--- src/rtl/shift_add_multiplier.sv ---
// Sequential unsigned N x N shift-and-add multiplier producing a 2N-bit product.
// One partial-product addition per cycle through a ripple-carry parallel_adder.

module parallel_adder #(
  parameter int N = 4
) (
  input  logic [N-1:0] i_a,
  input  logic [N-1:0] i_b,
  input  logic         i_cin,
  output logic [N-1:0] o_sum,
  output logic         o_cout
);
  logic [N:0] w_carry;

  assign w_carry[0] = i_cin;

  for (genvar gi = 0; gi < N; gi++) begin : g_bit
    assign o_sum[gi]      = i_a[gi] ^ i_b[gi] ^ w_carry[gi];
    assign w_carry[gi+1]  = (i_a[gi] & i_b[gi]) | (w_carry[gi] & (i_a[gi] ^ i_b[gi]));
  end

  assign o_cout = w_carry[N];
endmodule

module shift_add_multiplier #(
  parameter int N = 4
) (
  input  logic           clk,
  input  logic           rst,
  input  logic           start,
  input  logic [N-1:0]   a,
  input  logic [N-1:0]   b,
  output logic           busy,
  output logic           done,
  output logic [2*N-1:0] product
);
  localparam int CW = (N > 1) ? $clog2(N) : 1;

  typedef enum logic [1:0] {
    IDLE = 2'd0,
    RUN  = 2'd1,
    DONE = 2'd2
  } state_t;

  state_t r_state;
  state_t w_state_next;

  logic [N-1:0]   r_mcand;
  logic [N-1:0]   r_acc_hi;
  logic [N-1:0]   r_acc_lo;
  logic [CW-1:0]  r_count;
  logic [2*N-1:0] r_product;

  logic [N-1:0]   w_sum;
  logic           w_cout;
  logic [N-1:0]   w_hi_next;
  logic [N-1:0]   w_lo_next;
  logic           w_last;

  parallel_adder #(.N(N)) u_adder (
    .i_a    (r_acc_hi),
    .i_b    (r_mcand),
    .i_cin  (1'b0),
    .o_sum  (w_sum),
    .o_cout (w_cout)
  );

  // The carry-out is the only bit that can enter the top of the accumulator.
  always_comb begin
    w_hi_next = {1'b0, r_acc_hi[N-1:1]};
    w_lo_next = {r_acc_hi[0], r_acc_lo[N-1:1]};
    if (r_acc_lo[0]) begin
      w_hi_next = {w_cout, w_sum[N-1:1]};
      w_lo_next = {w_sum[0], r_acc_lo[N-1:1]};
    end
  end

  assign w_last = (r_count == CW'(N - 1));

  always_ff @(posedge clk) begin
    if (rst) begin
      r_state <= IDLE;
    end else begin
      r_state <= w_state_next;
    end
  end

  always_comb begin
    w_state_next = r_state;
    busy         = 1'b0;
    done         = 1'b0;
    case (r_state)
      IDLE: begin
        if (start) begin
          w_state_next = RUN;
        end
      end
      RUN: begin
        busy = 1'b1;
        if (w_last) begin
          w_state_next = DONE;
        end
      end
      DONE: begin
        done         = 1'b1;
        w_state_next = IDLE;
      end
      default: begin
        w_state_next = IDLE;
      end
    endcase
  end

  always_ff @(posedge clk) begin
    if (rst) begin
      r_mcand   <= '0;
      r_acc_hi  <= '0;
      r_acc_lo  <= '0;
      r_count   <= '0;
      r_product <= '0;
    end else begin
      case (r_state)
        IDLE: begin
          if (start) begin
            r_mcand  <= a;
            r_acc_lo <= b;
            r_acc_hi <= '0;
            r_count  <= '0;
          end
        end
        RUN: begin
          r_acc_hi <= w_hi_next;
          r_acc_lo <= w_lo_next;
          r_count  <= r_count + CW'(1);
          // Capture the post-shift value so the result is ready on the same edge.
          if (w_last) begin
            r_product <= {w_hi_next, w_lo_next};
          end
        end
        default: begin
        end
      endcase
    end
  end

  assign product = r_product;
endmodule

--- config.mk ---
export PLATFORM = sky130hd
export DESIGN_NAME = shift_add_multiplier
export DESIGN_NICKNAME = d
export VERILOG_FILES = /design/src/rtl/shift_add_multiplier.sv
export SDC_FILE = /design/constraint.sdc
export NUM_CORES = 1
export LEC_CHECK = 0
export ABC_CLOCK_PERIOD_IN_PS = 2850
export BUFFER_PORTS_ARGS = -buffer_cell sky130_fd_sc_hd__buf_2
export CAP_MARGIN = 20
export CORE_MARGIN = 2
export CORE_UTILIZATION = 53
export DETAILED_ROUTE_END_ITERATION = 8
export PLACE_DENSITY_LB_ADDON = 0.15
export REMOVE_ABC_BUFFERS = 1
export SYNTH_ARGS = -nofsm -noshare
export SYNTH_HDL_FRONTEND = slang
export SYNTH_HIERARCHICAL = 1
export SYNTH_SLANG_ARGS = --single-unit
export TNS_END_PERCENT = 1
--- constraint.sdc ---
create_clock -name clk -period 2.85 [get_ports clk]
set_input_delay 0.285 -clock clk [delete_from_list [all_inputs] [get_ports clk]]
set_output_delay 0.285 -clock clk [all_outputs]
set_load 0.05 [all_outputs]
# Yosys cells after proc, flatten, opt, wreduce, memory -nomap -nowiden
# Cells that the tools add are included.
totals:
  ff_bits: 24
  latch_bits: 0
  ramBits: 0
  rom_bits: 0
  inputBits: 11
  out_inout_bits: 10
  wordCells: 48
  n_memories: 0
classes:
  add_sub_neg: 1
  n_mul: 0
  div_mod_pow: 0
  n_lt_le_gt_ge: 0
  n_eq_ne: 5
  shift: 0
  muxes: 13
  bitwise_logic: 17
  n_reduce_logical: 6
op_table:
  columns: ["op", "n"]
  rows:
  - ["$mux W4", 4]
  - ["$pmux W4 S2", 2]
  - ["$pmux W2 S2", 2]
  - ["$reduce_and A2 Y1", 4]
  - ["$and A1 B1 Y1", 7]
  - ["$xor A1 B1 Y1", 7]
  - ["$mux W2", 3]
  - ["$eq A2 B2 Y1 const B", 2]
  - ["$ne A2 B2 Y1 const B", 2]
  - ["$or A1 B1 Y1", 3]
  - ["$add A2 B1 Y2 const B", 1]
  - ["$eq A2 B1 Y1 const B", 1]
  - ["$logic_not A2 Y1", 1]
  - ["$mux W1", 2]
  - ["$reduce_bool A2 Y1", 1]

# Longest topological paths before layout
# Gate-level depths: netlist of run 1.
logic_depth:
  ltp_word: 9
  depth_mapped: 11
  ltp_nobuf: 11

# Hierarchy
# The synthesis of run 1 kept the hierarchy.
by_module_without_submodules:
  columns: ["module", "instances", "cells_per_inst", "area_each_um2", "seq_area_each_um2"]
  rows:
  - ["shift_add_multiplier", 1, 101, 1036.0, 480.5]
  - ["parallel_adder", 1, 14, 117.6, 0.0]

# Worst setup path before layout of run 1
# No wires, ideal clock.
synth_timing:
  path_type: "register to register"
  startpoint: "reg r_acc_hi[0]"
  endpoint: "reg r_acc_hi[2]"
  setup_time_ns: 0.065
  arrival_ns: 2.132
  t_required_ns: 2.785
  slack_ns: 0.652
  path_stages_with_launch: 12
  path_buffers: 0
  synth_period_minus_slack_ns: 2.198
  cell_sequence: "dfxtp_1 fa_1 inv_1 fa_1 inv_1 fa_1 inv_1 fa_1 inv_1 mux2i_1 a2bb2oi_1 nor2_1"
synth_via:
  elab_chain_len: 8
synth_lines:
  columns: ["element", "line", "rtl"]
  rows:
  - ["start: declaration", "49", "logic [N-1:0] r_acc_hi;"]
  - ["start signal: assignment", "132", "r_acc_hi <= w_hi_next;"]
  - ["$and A1 B1 Y1 (2 in a row)", "19", "assign w_carry[gi+1] = (i_a[gi] & i_b[gi]) | (w_carry[gi] & (i_a[gi] ^ i_b[gi]));"]
  - ["$or A1 B1 Y1", "19", null]
  - ["$and A1 B1 Y1", "19", null]
  - ["$or A1 B1 Y1", "19", null]
  - ["$xor A1 B1 Y1", "18", "assign o_sum[gi] = i_a[gi] ^ i_b[gi] ^ w_carry[gi];"]
  - ["named net w_sum[3]", "54", "logic [N-1:0] w_sum;"]
  - ["$mux W4", "72", "if (r_acc_lo[0]) begin"]
  - ["$pmux W4 S2", "122", "case (r_state)"]
# The timed path passes the listed nets, and every way through them passes these cells.
# A chain may end at the register's enable or synchronous reset.

# Worst setup path in the final report of run 1
# Same ends and word-level chain as after synthesis.

==> results of run 1 <==
layer usage:
metal	part of all wire	global-route usage	wire (um)	up-vias
li1	-	-	-	416
met1	0.51	0.263	932	358
met2	0.45	0.239	811	17
met3	0.041	0.0298	75	0
met4	0	0.0405	0	0
met5	0	0	0	-
path summary, 6_finish.rpt:
check,from,end
worst max-delay path,r_acc_hi[0],r_acc_hi[2]
worst min-delay path,a[2],r_mcand[2]
worst max register to register,r_acc_hi[0],r_acc_hi[2]
worst min register to register,product[1],product[1]
worst min-delay path, cell delays in order:
cell and delay, ns:
buf_2 0.07, mux2i_1 0.05, nor2_1 0.07
sequential cells by signal (all words and copies together) (netlist names):
name      count
product       8
r_acc_hi      4
r_acc_lo      4
r_mcand       4
r_count       2
r_state       2
placed cells by master (no fill, tap or decap), drive strengths merged, types with 2 or more instances in the layout:
cell type,netlist,final
nand2,7,7
nand3b,2,2
a2bb2oi,3,3
nor2b,2,2
a211oi,7,7
inv,12,12
a21oi,4,4
dfxtp,24,24
nor2,18,18
mux2i,13,13
clkbuf,2,3
fa,4,4
buf,5,20
per-stage QoR:
stage | cell area (um2) | setup WS (ns) | hold WS, ns | util | instances
finish | 1260 | 0.534 | 0.210 | 0.631 | 158
global route | 1260 | 0.303 | 0.211 | 0.631 | 158
CTS | 1260 | 0.524 | 0.205 | 0.631 | 158
detailed placement | 1240 | 0.547 | 0.446 | 0.619 | 155
global placement | 1240 | 0.593 | 0.438 | 0.619 | 155
floorplan | 1110 | 0.648 | 0.350 | - | 108
power breakdown:
part	switching (uW)	internal (uW)
sequential	11.9	347
clock	93.5	49.2
combinational	37.6	30.3
cells by family after synthesis:
logic type               share of synthesized area
other                                      0.00325
multiplexers                                 0.113
AO/OA/AOI/OAI                                0.148
buffers and inverters                       0.0803
AND/OR/NAND/NOR                              0.159
flip-flops                                   0.416
adder cells (fa/ha/maj)                     0.0803
area by class of cell:
| cell class | count | area [um2] |
|---|---|---|
| fill | 180 | 739 |
| timing repair buffer | 20 | 100 |
| clock buffer | 3 | 22.5 |
| multi-input combinational | 72 | 581 |
| tap | 27 | 33.8 |
| sequential | 24 | 480 |
| inverter | 12 | 45.0 |
cell usage after synthesis, types with 2 or more instances:
master | number | area share
nor2_2 | 2 | 0.011
buf_2 | 2 | 0.0087
nand3b_1 | 2 | 0.013
nor2_1 | 16 | 0.052
clkbuf_1 | 2 | 0.0065
nand2_1 | 7 | 0.023
dfxtp_1 | 24 | 0.42
a2bb2oi_1 | 3 | 0.023
inv_1 | 11 | 0.036
fa_1 | 4 | 0.069
mux2i_1 | 13 | 0.11
buf_6 | 2 | 0.020
a211oi_2 | 7 | 0.076
a21oi_1 | 4 | 0.017
==> impl_metrics.tcl, run 1 <==
set metrics [dict create \
    drt-total-wl_um 1820 \
    setup_tns_ns 0 \
    drive_gt1_frac 0.282 \
    wire_per_inst_um 11.5 \
    cts_tree "yes" \
    vias 791 \
    place_congestion 0.726 \
    cts_resized 0 \
    clk_latency_ns 0.30 \
    rsz0062_at_grt "no" \
    cts_buffer_depth 2 \
    via_per_inst 5.01 \
    dieArea_um2 2570 \
    holdPathStages 3 \
    path_delay_family "adder cells" \
    ys_types 30 \
    clock-root-buffer "clkbuf_4" \
    setup_violations 0 \
    grt_pass1_vias 727 \
    ioPinCount 21 \
    slew-limit-headroom 0.627 \
    crit_cells 11 \
    coreArea_um2 2000 \
    synth_ff_type "dfxtp_1" \
    cts_hold_buf 0 \
    netlist_instances 115 \
    worst_slew_pin_slew_ns 0.560 \
    slowest_stage "fa_1" \
    grt_max_degree 27 \
    outcome "completed" \
    finalMaxSlewViolations 0 \
    yosysWarnings 6 \
    rows 16 \
    crit_chain "fa_1 -> inv_1 -> fa_1 -> inv_1 -> fa_1 -> inv_1 -> fa_1 -> inv_1 -> mux2i_1 -> a2bb2oi_1 -> nor2_1" \
    die_h_um 50.7 \
    critPathMaxFanout 3 \
    max_clock_freq_ghz 0.432 \
    finalPower_uw 569 \
    path_buf_inv 4 \
    clock_sinks 24 \
    drtPass1Iterations 4 \
    clk_pin_slew_ns 0.12 \
    crit_type "flip-flop to flip-flop" \
    grt.total_usage 0.168 \
    ant_nets 0 \
    synth_edf_count 0 \
    p_per_area_nw_per_um2 451 \
    rr_worst_depth 11 \
    syn-cell-area_um2 1150 \
    start_util 0.576 \
    post-cts-setup-buffer-count 0 \
    fin_crit_ns 2.32 \
    p_leak_uw 0.000539 \
    hold_path.class "input port to flip-flop" \
    fin_crit_sh 0.813 \
    skew_ns 0.00311 \
    antenna_found_initial 0 \
    grt.overflow.total 0 \
    r2r_slack_ns 0.53 \
    critPathArrivalTime_ns 2.50 \
    vdd_ir_drop_max_uv 239 \
    endpoint_kind "flip-flop" \
    worst_setup_path_start_kind "flip-flop" \
    htreeDepth 1 \
    synth-seq-cells 24 \
    diodes 0 \
    numCtsBuffers 3 \
    cap_violations 0 \
    drt-initial-drc-count 18 \
    finalHoldViolCount 0 \
    syn_to_final_growth_pct 9.44 \
    die_w_um 50.7 \
    syn-mean-instance-area_um2 10.0 \
    yosysSeqAreaShare 0.416 \
    max_stage_delay_ns 0.47 \
    required_ns 3.04 \
    portBuffers 20 \
    drc 0 \
    grt_pass1_wl_um 3350 \
    async_flop_share 0 \
    nets 149 \
    hpwl_um 1300 \
]
No activity file was read; power rests on OpenSTA's default activity.
==> run 2, diff against run 1 <==
ABC_CLOCK_PERIOD_IN_PS = 2100   (was 2850)
CORE_UTILIZATION = 48   (was 53)
clock period = 2.1 ns   (was 2.85 ns; I/O delays follow)
==> run 2 against run 1 <==
  * Total power up 63%
  * Non-clock buffer count up 3
  * Clock skew up 0.0098 ns
  * Critical path type unchanged
  * The flow now finishes with violations (negative setup slack)
  * Maximum frequency up 3.4%
  * Flip-flop and latch count unchanged
  * Highest routed layer is now met4
  * First-iteration DRC count down 56%
==> impl_metrics.tcl, run 2 (synthesis results as in run 1) <==
set metrics [dict create \
    outcome "finished, violations left" \
    failed_checks "negative setup slack" \
    layout_commonest_cell "dfxtp_1" \
    numCtsBuffers 3 \
    antenna_found_initial 0 \
    diodes 0 \
    finalHoldViolCount 0 \
    r2r-end "r_acc_hi[2]" \
    cts_hold_buf 0 \
    n_fill_cell 207 \
    fin_crit_sh 1.07 \
    syn_to_final_growth_pct 15.3 \
    crit_chain "fa_2 -> inv_2 -> fa_2 -> inv_2 -> fa_2 -> inv_2 -> fa_1 -> inv_1 -> mux2i_2 -> a2bb2oi_1 -> nor2_1" \
    grt.overflow.total 0 \
    clk_latency_ns 0.32 \
    wire_per_inst_um 12.6 \
    power_frac_comb 0.105 \
    nets 152 \
    portBuffers 20 \
    drive_gt1_frac 0.370 \
    cap_violations 0 \
    crit_type "flip-flop to flip-flop" \
    pwr-share-clk 0.367 \
    grt_pass1_wl_um 3570 \
    vias 817 \
    min_to "r_mcand[1]" \
    fin_area_um2 1330 \
    grt_max_degree 27 \
    worst_slew_pin_slew_ns 0.564 \
    clock-root-buffer "clkbuf_4" \
    finalPower_uw 925 \
    cts_tree "yes" \
    drt-initial-drc-count 8 \
    ioPinCount 21 \
    slowest_stage "fa_1" \
    max_clock_freq_ghz 0.446 \
    largest_reg_flops 8 \
    r2r_slack_ns -0.14 \
    rr_worst_depth 11 \
    start_util 0.517 \
    worst_slack_ns -0.141 \
    hold_path.class "input port to flip-flop" \
    holdPathStages 3 \
    critPathMaxFanout 2 \
    drt-total-wl_um 2050 \
    p_leak_uw 0.000564 \
    fin_crit_ns 2.24 \
    die_w_um 53.0 \
    setup_violations 2 \
    rows 17 \
    vdd_ir_drop_max_uv 485 \
    cellInternalPower_uw 709 \
    clock_sinks 24 \
    via_per_inst 5.01 \
    swShare 0.234 \
    r2r_start "r_mcand[0]" \
    place_congestion 0.704 \
    htreeDepth 1 \
    switching_power_uw 216 \
    critPathArrivalTime_ns 2.44 \
    rsz0062_at_grt "yes" \
    drc 0 \
    die_h_um 53.0 \
    power_frac_seq 0.528 \
    grt_pass1_vias 814 \
    finalMaxSlewViolations 0 \
    max_stage_delay_ns 0.46 \
    endpoint_kind "flip-flop" \
    clk_pin_slew_ns 0.13 \
    dieArea_um2 2810 \
    ant_nets 0 \
    worst_setup_path_start_kind "flip-flop" \
    worstHoldStart "a[1]" \
    coreArea_um2 2230 \
    drtPass1Iterations 3 \
    required_ns 2.30 \
    skew_ns 0.0130 \
    p_per_area_nw_per_um2 696 \
    grt.total_usage 0.179 \
    final_cell_mix "22 x dfxtp_1, 20 x buf_2, 16 x nor2_1, 12 x mux2i_1, 8 x inv_1" \
    cts_buffer_depth 2 \
    placed_cell_area_um2 1260 \
    hpwl_um 1490 \
    slew-limit-headroom 0.624 \
    finalHoldWorstSlack_ns 0.127 \
]
==> run 2: cell types whose count changed in the layout (fill, tap and decap cells not counted), moves of 3 or more <==
cell / delta
buf_4: +3
inv_2: +3
fa_1: -3
fa_2: +3
inv_1: -3
==> run 2: cell type report <==
| class | instances | area [um2] | share of cell area |
|---|---|---|---|
| clock buffers | 3 | 22.5 | 0.0169 |
| clock inverters | 1 | 30.0 | 0.0226 |
| inverters | 12 | 45.0 | 0.0339 |
| well taps | 28 | 35.0 | 0.0263 |
| multi-input cells | 72 | 592 | 0.445 |
| flip-flops and latches | 24 | 483 | 0.363 |
| repair buffers | 23 | 123 | 0.0922 |
==> run 2: stage by stage <==
stage               setup slack (ns)  cells  utilization  TNS (ns)
floorplan                     -0.102    108            -    -0.196
global placement              -0.152    159        0.566    -0.291
detailed placement            -0.243    159        0.566    -0.484
CTS                           -0.157    163        0.596    -0.258
global route                  -0.261    163        0.596    -0.446
finish                        -0.141    163        0.596    -0.236
==> run 2: how the worst max path moves through the flow <==
stage                startpoint          end  slack (ns)  depth (start not counted)
floorplan           r_acc_hi[0]  r_acc_hi[2]       -0.10                         11
global placement    r_acc_hi[0]  r_acc_hi[2]       -0.15                         11
detailed placement  r_acc_hi[0]   product[6]       -0.24                         10
CTS                  r_mcand[0]  r_acc_hi[2]       -0.16                         11
global route         r_mcand[0]  r_acc_hi[2]       -0.26                         11
finish               r_mcand[0]  r_acc_hi[2]       -0.14                         11
==> run 2: repair_timing <==
item                       in CTS  in global routing
buffers inserted                0                  0
pin swaps                       4                  2
resized for setup               8                  1
hold endpoints to repair        0                  0
setup endpoints to repair       2                  3
==> run 2: worst max-delay path: cells and delay by family (launching register included) <==
kind                       cells  cell delay [ns]
adders and majority gates      4             1.16
DFF                            1             0.37
buffers and inverters          4             0.19
muxes                          1             0.18
AOI/OAI and AO/OA              1             0.17
and+or+nand+nor                1             0.05
==> run 2: routing by layer <==
metal  up-vias  GRT usage  share of wire
li1        421          -              -
met1       378      0.225           0.47
met2        14      0.296           0.48
met3         4     0.0254          0.032
met4         0     0.0897          0.021
met5         -          0              0
==> run 2: power by group through the flow <==
stage	Clock, uW	Combinational (uW)	Sequential (uW)
after floorplan	0	63.6	495
after global placement	0	94.2	497
after detailed placement	0	97.1	497
after CTS	341	99.1	487
after global routing	362	110	492
final	340	97.4	488
==> run 3, diff against run 2 <==
PLACE_DENSITY = 0.74   (was default)
PLACE_DENSITY_LB_ADDON = default   (was 0.15)
==> run 3 against run 2 <==
  * The flow still finishes with violations (negative setup slack)
  * Largest cell class unchanged
  * First-iteration DRC count shrank 25%
  * Largest power group unchanged
  * Hold slack gained 0.010 ns
  * Combinational power up 6%
  * Sequential power about the same
  * Global-route usage fell by 0.64 points
  * Flip-flop and latch count stayed put
  * Maximum frequency down 1.1%
  * Die area unchanged
  * Clock power decreased by 42%
==> impl_metrics.tcl, run 3 (synthesis results as in run 1) <==
set metrics [dict create \
    cts_buffer_depth 2 \
    antenna_found_initial 0 \
    failed_checks "negative setup slack" \
    place_congestion 0.804 \
    max_clock_freq_ghz 0.442 \
    grtUsageMet2 0.285 \
    path_buf_inv 4 \
    grt.overflow.total 0 \
    via_per_inst 4.98 \
    outcome "finished, violations left" \
    htreeDepth 1 \
    p_leak_uw 0.000560 \
    drt-total-wl_um 2070 \
    crit_chain "fa_2 -> inv_2 -> fa_2 -> inv_2 -> fa_2 -> inv_2 -> fa_1 -> inv_2 -> mux2i_4 -> a2bb2oi_2 -> nor2_1" \
    finalMaxSlewViolations 0 \
    required_ns 2.35 \
    path_delay_family "adder cells" \
    critPathArrivalTime_ns 2.52 \
    cts_hold_buf 0 \
    largest_reg_flops 8 \
    fin_crit_ns 2.26 \
    endpoint_kind "flip-flop" \
    fin_crit_sh 1.08 \
    syn_to_final_growth_pct 15.3 \
    slowest_stage "fa_1" \
    skew_ns 0.00192 \
    rsz0062_at_grt "yes" \
    grt.total_usage 0.172 \
    grt_max_degree 27 \
    grt_use_met1 0.213 \
    drc 0 \
    coreArea_um2 2230 \
    hpwl_um 1480 \
    ioPinCount 21 \
    use_met3 0.0621 \
    die_w_um 53.0 \
    finalHoldViolCount 0 \
    worst_setup_path_start_kind "flip-flop" \
    grt_busiest_layer "met2" \
    hold_path.class "input port to flip-flop" \
    slew-limit-headroom 0.619 \
    crit_type "flip-flop to flip-flop" \
    p_per_area_nw_per_um2 592 \
    cts_tree "yes" \
    numCtsBuffers 3 \
    grt_pass1_wl_um 3460 \
    setup_violations 2 \
    drive_gt1_frac 0.390 \
    max_stage_delay_ns 0.41 \
    diodes 0 \
    worst_slew_pin_slew_ns 0.571 \
    final_cell_mix "22 x dfxtp_1, 20 x buf_2, 16 x nor2_1, 12 x mux2i_1" \
    drtPass1Iterations 4 \
    clk_pin_slew_ns 0.12 \
    ant_nets 0 \
    post-place-ws_ns -0.234 \
    drt-initial-drc-count 6 \
    die_h_um 53.0 \
    portBuffers 20 \
    critPathMaxFanout 2 \
    vdd_ir_drop_max_uv 391 \
    cap_violations 0 \
    clock-root-buffer "clkbuf_4" \
    vias 817 \
    grt_pass1_vias 768 \
    finalHoldWorstSlack_ns 0.138 \
    finish.utilization 0.596 \
    start_util 0.517 \
    clock_sinks 24 \
    nets 154 \
    rows 17 \
    wire_per_inst_um 12.6 \
    worst_slack_ns -0.165 \
    crit_top_cell "inv_2" \
    clk_latency_ns 0.31 \
    layout_commonest_cell "dfxtp_1" \
    dieArea_um2 2810 \
]
[run 3: cell types whose count changed in the layout (fill, tap and decap cells not counted), sizes merged]
| cell | delta |
|---|---|
| buf | +2 |
| bufinv | -1 |
[run 3: path summary, 6_finish.rpt]
check	depth (start not counted)	slack (ns)	endpoint	from
worst max-delay path	11	-0.16	r_acc_hi[2]	r_acc_hi[0]
worst min-delay path	3	0.14	r_mcand[2]	a[2]
worst max register to register	11	-0.16	r_acc_hi[2]	r_acc_hi[0]
worst min register to register	2	0.46	product[1]	product[1]
[run 3: tightest hold or removal path, delay by kind of cell]
family	cells	cell delay, ns
muxes	1	0.06
buffers and inverters	1	0.08
and+or+nand+nor	1	0.07
[run 3: what timing repair did]
item / 4_1_cts / 5_1_grt
endpoints found under the setup margin: 2 / 3
hold endpoints to repair: 0 / 0
gates cloned: 0 / 0
gates resized for setup: 8 / 4
setup buffers: 1 / 1
pin swaps: 2 / 2
[run 3: power by group]
| part | leakage, uW | switching, uW | internal [uW] |
|---|---|---|---|
| Combinational | 0.000350 | 54.9 | 47.8 |
| Clock | 0.0000138 | 129 | 67.1 |
| Sequential | 0.000196 | 17.3 | 471 |
[run 3: final cells by class]
class,count,area [um2]
Fill cell,234,903
Multi-Input combinational cell,72,607
Sequential cell,24,483
Timing Repair Buffer,25,138
Inverter,12,45.0
Tap cell,28,35.0
Clock buffer,3,22.5
[run 3: stage by stage]
stage / total power [uW] / TNS (ns) / cell area (um2) / instances
after floorplan: 558 / -0.196 / 1110 / 108
after global placement: 590 / -0.275 / 1260 / 159
after detailed placement: 593 / -0.466 / 1260 / 159
after CTS: 791 / -0.304 / 1310 / 163
after global routing: 831 / -0.487 / 1330 / 164
final: 787 / -0.302 / 1330 / 164
[run 3: per-layer routing]
metal  part of all wire  routed length (um)
met1               0.46                 959
met5                  0                   0
met2               0.48                1000
met3              0.048                  99
met4             0.0068                  14
